File: src/rtl/clock_gen_multi.sv
// clock_gen_multi: NUM_CH independent divided clocks from one fabric clock.
//   Each channel counts 0..N and toggles its output on the wrap, so the
//   output period is 2*(N+1) fabric cycles at 50% duty. Divisor changes are
//   staged in a pending register and applied only at the end of a full
//   period (the 1->0 wrap), so no phase is ever shortened or stretched.
//
// Optional feature macro: CLKGEN_GATE_EN (adds i_gate run-enable per channel).
//
// Ports:
//   i_clk       fabric clock, the only clock in the block
//   i_rst       synchronous reset, active low
//   i_gate      (CLKGEN_GATE_EN only) per-channel run enable, active high
//   i_sync      phase-align pulse, restarts every channel at counter 0 / low
//   i_ld        divisor load strobe
//   i_ld_ch     channel targeted by i_ld (values >= NUM_CH are ignored)
//   i_ld_div    new divisor N
//   o_clk_out   divided clocks, registered
//   o_rise_stb  one-cycle strobe in the first cycle o_clk_out[i] is high
//   o_fall_stb  one-cycle strobe in the first cycle o_clk_out[i] is low
//   o_pend      divisor change pending on channel i

// Per-channel divider. Holds active and pending divisor, counter, output
// level and the two edge strobes.
module clock_gen_multi_ch #(
  parameter int CNT_W   = 8,
  parameter int DEF_DIV = 4
) (
  input  logic             i_clk,
  input  logic             i_rst,
  input  logic             i_sync,
  input  logic             i_gate,
  input  logic             i_ld,
  input  logic [CNT_W-1:0] i_ld_div,
  output logic             o_clk,
  output logic             o_rise,
  output logic             o_fall,
  output logic             o_pend
);
  logic [CNT_W-1:0] r_cnt;
  logic [CNT_W-1:0] r_div;
  logic [CNT_W-1:0] r_pdiv;
  logic             r_pend;
  logic             r_clk;
  logic             r_rise;
  logic             r_fall;
  logic             w_wrap;
  logic             w_stop;

  assign w_wrap = (r_cnt == r_div);
  // A gated channel only parks once it is low; a high phase always finishes
  // first, so the output never stops high and never produces a runt pulse.
  assign w_stop = ~i_gate & ~r_clk;

  always_ff @(posedge i_clk) begin
    if (!i_rst) begin
      r_cnt  <= '0;
      r_div  <= CNT_W'(DEF_DIV);
      r_pdiv <= '0;
      r_pend <= 1'b0;
      r_clk  <= 1'b0;
      r_rise <= 1'b0;
      r_fall <= 1'b0;
    end else if (i_sync) begin
      // Restart low; a same-cycle load bypasses the pending stage.
      r_cnt  <= '0;
      r_clk  <= 1'b0;
      r_rise <= 1'b0;
      r_fall <= r_clk;
      r_pend <= 1'b0;
      if (i_ld)        r_div <= i_ld_div;
      else if (r_pend) r_div <= r_pdiv;
    end else begin
      r_rise <= 1'b0;
      r_fall <= 1'b0;
      if (i_ld) begin
        r_pdiv <= i_ld_div;
        r_pend <= 1'b1;
      end
      if (w_stop) begin
        r_cnt <= '0;
        // Parked: nothing is running, so a pending divisor can go live now.
        if (r_pend) begin
          r_div  <= r_pdiv;
          r_pend <= i_ld;
        end
      end else if (w_wrap) begin
        r_cnt  <= '0;
        r_clk  <= ~r_clk;
        r_rise <= ~r_clk;
        r_fall <= r_clk;
        // End of a full period: apply the value that was pending before this
        // edge; a load arriving in the same cycle stays pending.
        if (r_clk && r_pend) begin
          r_div  <= r_pdiv;
          r_pend <= i_ld;
        end
      end else begin
        r_cnt <= r_cnt + 1'b1;
      end
    end
  end

  assign o_clk  = r_clk;
  assign o_rise = r_rise;
  assign o_fall = r_fall;
  assign o_pend = r_pend;
endmodule

module clock_gen_multi #(
  parameter int NUM_CH  = 2,
  parameter int CNT_W   = 8,
  parameter int DEF_DIV = 4,
  parameter int SEL_W   = 3
) (
  input  logic              i_clk,
  input  logic              i_rst,
`ifdef CLKGEN_GATE_EN
  input  logic [NUM_CH-1:0] i_gate,
`endif
  input  logic              i_sync,
  input  logic              i_ld,
  input  logic [SEL_W-1:0]  i_ld_ch,
  input  logic [CNT_W-1:0]  i_ld_div,
  output logic [NUM_CH-1:0] o_clk_out,
  output logic [NUM_CH-1:0] o_rise_stb,
  output logic [NUM_CH-1:0] o_fall_stb,
  output logic [NUM_CH-1:0] o_pend
);
  logic [NUM_CH-1:0] w_gate;
  logic [NUM_CH-1:0] w_hit;

`ifdef CLKGEN_GATE_EN
  assign w_gate = i_gate;
`else
  assign w_gate = '1;
`endif

  for (genvar g = 0; g < NUM_CH; g++) begin : g_ch
    // Only indices below NUM_CH are decoded, so out-of-range selects hit
    // no channel at all.
    assign w_hit[g] = i_ld && (i_ld_ch == SEL_W'(g));

    clock_gen_multi_ch #(
      .CNT_W   (CNT_W),
      .DEF_DIV (DEF_DIV)
    ) u_ch (
      .i_clk    (i_clk),
      .i_rst    (i_rst),
      .i_sync   (i_sync),
      .i_gate   (w_gate[g]),
      .i_ld     (w_hit[g]),
      .i_ld_div (i_ld_div),
      .o_clk    (o_clk_out[g]),
      .o_rise   (o_rise_stb[g]),
      .o_fall   (o_fall_stb[g]),
      .o_pend   (o_pend[g])
    );
  end
endmodule
File: config.mk
export PLATFORM = sky130hd
export DESIGN_NAME = clock_gen_multi
export DESIGN_NICKNAME = d
export VERILOG_FILES = /design/src/rtl/clock_gen_multi.sv
export SDC_FILE = /design/constraint.sdc
export NUM_CORES = 1
export LEC_CHECK = 0
export ABC_AREA = 1
export CAP_MARGIN = 20
export CORE_UTILIZATION = 61
export CTS_CLUSTER_SIZE = 12
export DETAILED_ROUTE_END_ITERATION = 16
export PLACE_DENSITY = 0.84
export SLEW_MARGIN = 0
export SYNTH_ARGS = -nofsm -noshare
export SYNTH_HDL_FRONTEND = slang
export SYNTH_SLANG_ARGS = --single-unit
export TNS_END_PERCENT = 50
File: constraint.sdc
create_clock -name i_clk -period 4.1 [get_ports i_clk]
set_input_delay 0.41 -clock i_clk [delete_from_list [all_inputs] [get_ports i_clk]]
set_output_delay 0.41 -clock i_clk [all_outputs]
set_load 0.05 [all_outputs]
# ---- Word level (Yosys, flattened, before mapping)
# Index checks and enable logic that the tools add are counted.
dict set report totals {
  reg_bits 56
  input_bits 15
  output_inout_bits 8
  wordCells 65
}
dict set report op_classes {
  n_addsub 2
  n_eq_ne 5
  muxes 20
  bitwise 6
  n_reduce_logical 18
}
# operator count
set op_table {}
lappend op_table {{8-bit two-way mux} 10}
lappend op_table {{8-bit by 1-bit adder with 8-bit output, second input constant} 2}
lappend op_table {{8-bit == test} 2}
lappend op_table {{3-bit OR reduction} 4}
lappend op_table {{1-bit two-way mux} 10}
lappend op_table {{2-bit nonzero test} 4}
lappend op_table {{3-bit by 1-bit inequality test with 1-bit output, second input constant} 2}
lappend op_table {{1-bit inverter} 6}
lappend op_table {{3-bit AND reduction} 2}
lappend op_table {{1-bit logical AND} 4}
lappend op_table {{2-bit AND reduction} 2}
lappend op_table {{3-bit by 1-bit == test with 1-bit output, second input constant} 1}
lappend op_table {{3-bit zero test} 1}
lappend op_table {{2-bit OR reduction} 1}

# ---- Longest topological paths before layout
dict set report logic_depth {
  ltp_word 5
  depth_mapped 11
  mapped_depth_nobuf 10
}

# ---- Modules after synthesis
# A second synthesis with hierarchy kept.
dict set report hier_totals {
  hier_cells 462
  hier_area_um2 3110.5
}
# module n_inst cells_each area_each_um2 seq_area_each_um2
set modules_own_cells {}
lappend modules_own_cells {{clock_gen_multi_ch (g_ch[0].u_ch)} 1 230 1569.0 560.5}
lappend modules_own_cells {{clock_gen_multi_ch (g_ch[1].u_ch)} 1 223 1507.7 560.5}
lappend modules_own_cells {clock_gen_multi 1 9 33.8 0.0}

# ---- Least setup slack after synthesis
# No wires, ideal clock.
dict set report synth_path {
  kind {input-to-reg}
  startpoint {input port i_ld_ch[1]}
  endpoint {register g_ch[0].u_ch.r_div[2]}
  setup_time_ps 133
  arrival_ps 1409
  required_ps 3967
  path_slack_ps 2557
  path_stages 9
  n_path_buf 2
  cell_sequence {nor3b_4 > nand3_2 > inv_1 > or2_1 > buf_6 > buf_6 > nand2_1 > nand2_1 > nand3_1}
}
dict set report synth_via {
  elab_chain_len 4
  word_cells_on_any_way 6
  classes_between {1 x eq/ne; 2 x mux; 3 x reduce/logical}
}
# item line_no
set synth_rtl {}
lappend synth_rtl {{start, declared} 122} ;# input logic [SEL_W-1:0] i_ld_ch,
lappend synth_rtl {{3-bit zero test *} 141} ;# assign w_hit[g] = i_ld && (i_ld_ch == SEL_W'(g));
lappend synth_rtl {{1-bit logical AND *} 141}
lappend synth_rtl {{3-bit by 1-bit inequality test with 1-bit output (no line) or 8-bit two-way mux (tied branches)} n/a}
lappend synth_rtl {{3-bit AND reduction (no line) or 8-bit two-way mux (tied branches)} n/a}
lappend synth_rtl {{end signal, assigned} 71} ;# else if (r_pend) r_div <= r_pdiv;
lappend synth_rtl {{end signal, assigned} 83} ;# r_div <= r_pdiv;
lappend synth_rtl {{end signal, assigned} 94} ;# r_div <= r_pdiv;
lappend synth_rtl {{end, declared} 40} ;# logic [CNT_W-1:0] r_div;
# Mark *: on every way between the ends. The rest lies on a longest branch, timed or not.
# A chain may end at the register's enable or synchronous reset.

# ---- Worst setup path in the final report
dict set report layout_path {
  startpoint {input port i_rst}
  endpoint {register g_ch[1].u_ch.r_clk}
}
dict set report layout_via {
  elab_chain_len 2
}
# item line_no
set layout_rtl {}
lappend layout_rtl {{start, declared} 116} ;# input logic i_rst,
lappend layout_rtl {{1-bit inverter (no line)} n/a}
lappend layout_rtl {{2-bit OR reduction (no line)} n/a}
lappend layout_rtl {{end signal, assigned} 88} ;# r_clk <= ~r_clk;
lappend layout_rtl {{end, declared} 43} ;# logic r_clk;
# No other way between the ends.

==> PnR_summary.wiki <==
{| class="wikitable"
! Metric !! Value
|-
| Post-synth top area cell || sky130_fd_sc_hd__dfxtp_1
|-
| Category of the most critical setup path || primary input to register
|-
| Crit Reg-Reg Endpoint || g_ch[0].u_ch.r_div[1]
|-
| Final Hold Violating Endpoints || 0
|-
| Longest individual stage delay on the worst path || 0.97 ns
|-
| Average vias per placed instance || 5.17
|-
| Max Buffers Root-to-Sink || 2
|-
| Buffer type at the clock tree root || sky130_fd_sc_hd__clkbuf_8
|-
| Buf/Inv on CP || 2
|-
| Slack of the worst reg-to-reg path || 2.39 ns
|-
| Instance count of the mapped netlist || 372
|-
| Global placer's final weighted congestion || 0.766
|-
| Smallest setup slack after layout || 1.91 ns
|-
| Global-route wire length before repair || 8100 um
|-
| Count of pins over their slew limit || 0
|-
| Peak supply drop || 0.000250 V
|-
| Leakage dissipation || 0.00115 uW
|-
| Path depth of the worst reg2reg path || 8
|-
| CTS H-tree depth || 2
|-
| Antenna diode count || 0
|-
| Remaining Overflow, GRT || 0
|-
| DR iter-0 viols || 114
|-
| Standard cell with the maximum stage delay on the critical path || sky130_fd_sc_hd__clkdlybuf4s50_1
|-
| DPL Wire Length || 3550 um
|-
| Count of port buffers added during placement || 22
|-
| PostCTS Resize Cnt || 0
|-
| Placed cell area || 2770 um2
|-
| Die H || 67.4 um
|-
| Effective utilization at floorplan || 64.4%
|-
| Number of warnings printed during yosys synthesis || 0
|-
| Max Fanout on Critical Path || 22
|-
| Clock tree from TritonCTS || done
|-
| Power per Cell Area || 332 nW/um2
|-
| Setup Skew || 0.0170 ns
|-
| Max-Slew Margin vs Limit || 48.3%
|-
| Fraction of post-synthesis cell area in the top cell type by area || 42.9%
|-
| Clk sink count || 56
|-
| Number of nets in the synthesized netlist || 389
|-
| RSZ-0062 raised after global routing || false
|-
| Fmax || 456 MHz
|-
| Critical path capture point || g_ch[1].u_ch.o_clk
|-
| Netlist Area Pre-Place || 2610 um2
|-
| Fraction of the yosys area taken by sequential cells || 42.9%
|-
| Chip Width || 67.4 um
|-
| Minimum period implied by the final worst setup slack || 2.19 ns
|-
| Worst reg2reg startpoint || g_ch[0].u_ch.r_cnt[6]
|-
| Maximum number of pins on one net before global-route repair || 23
|-
| Total setup violations reported at the end of the flow || 0
|-
| Power consumption || 951 uW
|-
| Antenna violations before repair || 0
|-
| Stages on worst setup path || 3
|-
| Detailed-routing iteration count for the pre-antenna-repair pass || 5
|-
| Placement Setup Slack || 1.60 ns
|-
| Number of buffers added by the clock tree synthesis step || 5
|-
| Area of the die || 4550 um2
|-
| Type of the most critical hold path || register to register
|-
| Critical path origin || i_rst
|-
| Total global routing track utilization || 24.1%
|-
| Setup crit start kind || primary input
|-
| Number of fill cells || 365
|-
| Via count || 2235
|-
| Number of cells in the finished layout apart from fillers || 432
|-
| IO Pins || 23
|-
| Ranking of synthesized cells by area || sky130_fd_sc_hd__dfxtp_1, sky130_fd_sc_hd__nor2_1, sky130_fd_sc_hd__a21oi_1
|-
| Final cell area excluding filler cells || 2860 um2
|-
| Number of buffers inserted by hold repair at cts || 0
|-
| Cell family with most CP delay || buffers and inverters
|-
| Number of flip-flops and latches in the synthesized netlist || 56
|-
| Post-CTS Repair Setup Buffers || 0
|-
| Yosys cell types || 25
|-
| Routed WL || 4980 um
|-
| Slew at the pin with the worst max-slew slack || 0.773 ns
|-
| Number of nets still failing antenna checks after routing || 0
|-
| Synth Area per Inst || 7.02 um2
|-
| Mean routed wirelength per cell || 11.5 um
|-
| Core area || 4060 um2
|-
| Share of final-layout standard cells stronger than drive strength 1 || 3.40%
|-
| Cell-by-cell trace of the critical path || clkdlybuf4s50_1 -> clkinv_1 -> a211oi_1
|-
| MaxCap Viol Count || 0
|-
| CP Data Arrival Time || 2.42 ns
|-
| Via count of the first global-routing pass || 1779
|-
| Result of the run || completed
|-
| Post-route clock period utilization || 53.5%
|-
| Growth of design area from synthesis to finish || 9.48%
|-
| Clock input transition at the sequential cells of the worst setup and hold paths || 0.10 ns
|-
| CP endpoint kind || register
|-
| Post-Place Cells || 424
|-
| Num rows || 23
|-
| # DRC || 0
|-
| Total Nets Final || 398
|-
| Setup_tns || 0 ns
|-
| Clk Latency, worst-skew pair || 0.32 ns
|-
| Data required time of the worst path || 4.32 ns
|}
## cell usage after synthesis (all sizes together)
cell type   n
a31oi       1
ha          2
or2         1
a211oi      1
inv        35
nor4        1
nor3b       5
a21oi      52
xor2        3
nor2       75
o21bai      1
dfxtp      56
buf        15
clkinv      1
nor3        8
nand3      26
nand2      71
o21ai       3
xnor2      10
clkbuf      5
## cell type report
cell class	instances	area, um2	area share [%]
Multi-Input combinational cell	260	1230	43.0
Sequential cell	56	1120	39.2
Timing Repair Buffer	22	220	7.70
Inverter	36	135	4.72
Clock buffer	5	68.8	2.41
Tap cell	50	62.6	2.19
Clock inverter	3	22.5	0.787
## cell usage in the layout, fill, tap and decap left out, drive strengths merged
cell,n
clkbuf,5
xnor2,10
nor3b,5
o21bai,1
nor3,8
inv,36
ha,2
a211oi,1
a21oi,52
nor2,75
clkdlybuf4s50,22
a31oi,1
o21ai,3
clkinv,3
or2,1
xor2,3
nand3,26
dfxtp,56
nand2,71
nor4,1
## metrics by stage
stage | hold slack (ns) | utilization, %
after global placement | 0.437 | 68.2
after global routing | 0.480 | 70.5
after detailed placement | 0.440 | 68.2
after floorplan | 0.425 | -
final | 0.458 | 70.5
after CTS | 0.456 | 70.5
## worst min-delay path, stage by stage, from the launching register on
cell and delay (ns):
sky130_fd_sc_hd__dfxtp_1 0.31, sky130_fd_sc_hd__inv_1 0.05, sky130_fd_sc_hd__a21oi_1 0.05
## per-layer routing
layer  up-vias  share of wire, %  global-route usage [%]
met4         0               1.6                    9.57
li1       1195                 -                       -
met3         7               4.5                    5.41
met2        49                43                    36.8
met5         -                 0                       0
met1       984                50                    32.8
## report_power, final
group | leakage [uW] | internal, uW | total [uW] | switching [uW]
combinational | 0.000654 | 30.6 | 79.9 | 49.2
sequential | 0.000453 | 552 | 559 | 6.57
clock | 0.0000485 | 123 | 312 | 190
## worst min path at each step
stage	start	to	slack (ns)	depth (start not counted)
floorplan	g_ch[0].u_ch.r_pdiv[2]	g_ch[0].u_ch.r_pdiv[2]	0.42	2
global placement	g_ch[0].u_ch.r_pdiv[2]	g_ch[0].u_ch.r_pdiv[2]	0.44	2
detailed placement	g_ch[0].u_ch.r_pdiv[2]	g_ch[0].u_ch.r_pdiv[2]	0.44	2
CTS	g_ch[0].u_ch.r_pdiv[2]	g_ch[0].u_ch.r_pdiv[2]	0.46	2
global route	g_ch[0].u_ch.r_pdiv[2]	g_ch[0].u_ch.r_pdiv[2]	0.48	2
finish	g_ch[0].u_ch.r_pdiv[2]	g_ch[0].u_ch.r_pdiv[2]	0.46	2
## sequential cells by signal, summed over array words and instances (netlist names)
signal,cells
g_ch.u_ch.o_rise,2
g_ch.u_ch.r_div,16
g_ch.u_ch.o_clk,2
g_ch.u_ch.r_pdiv,16
g_ch.u_ch.r_cnt,16
g_ch.u_ch.o_fall,2
g_ch.u_ch.o_pend,2
## cell families (layout without fill, tap and decap cells)
logic type,count (synthesis),in the layout,synth area share (%)
compound gates,58,58,11.4
buf+inv,56,66,10.0
flops,56,56,42.9
xor+xnor,13,13,4.36
simple gates,187,187,30.4
fa+ha+maj,2,2,0.958
(Power assumes the default switching activity.)
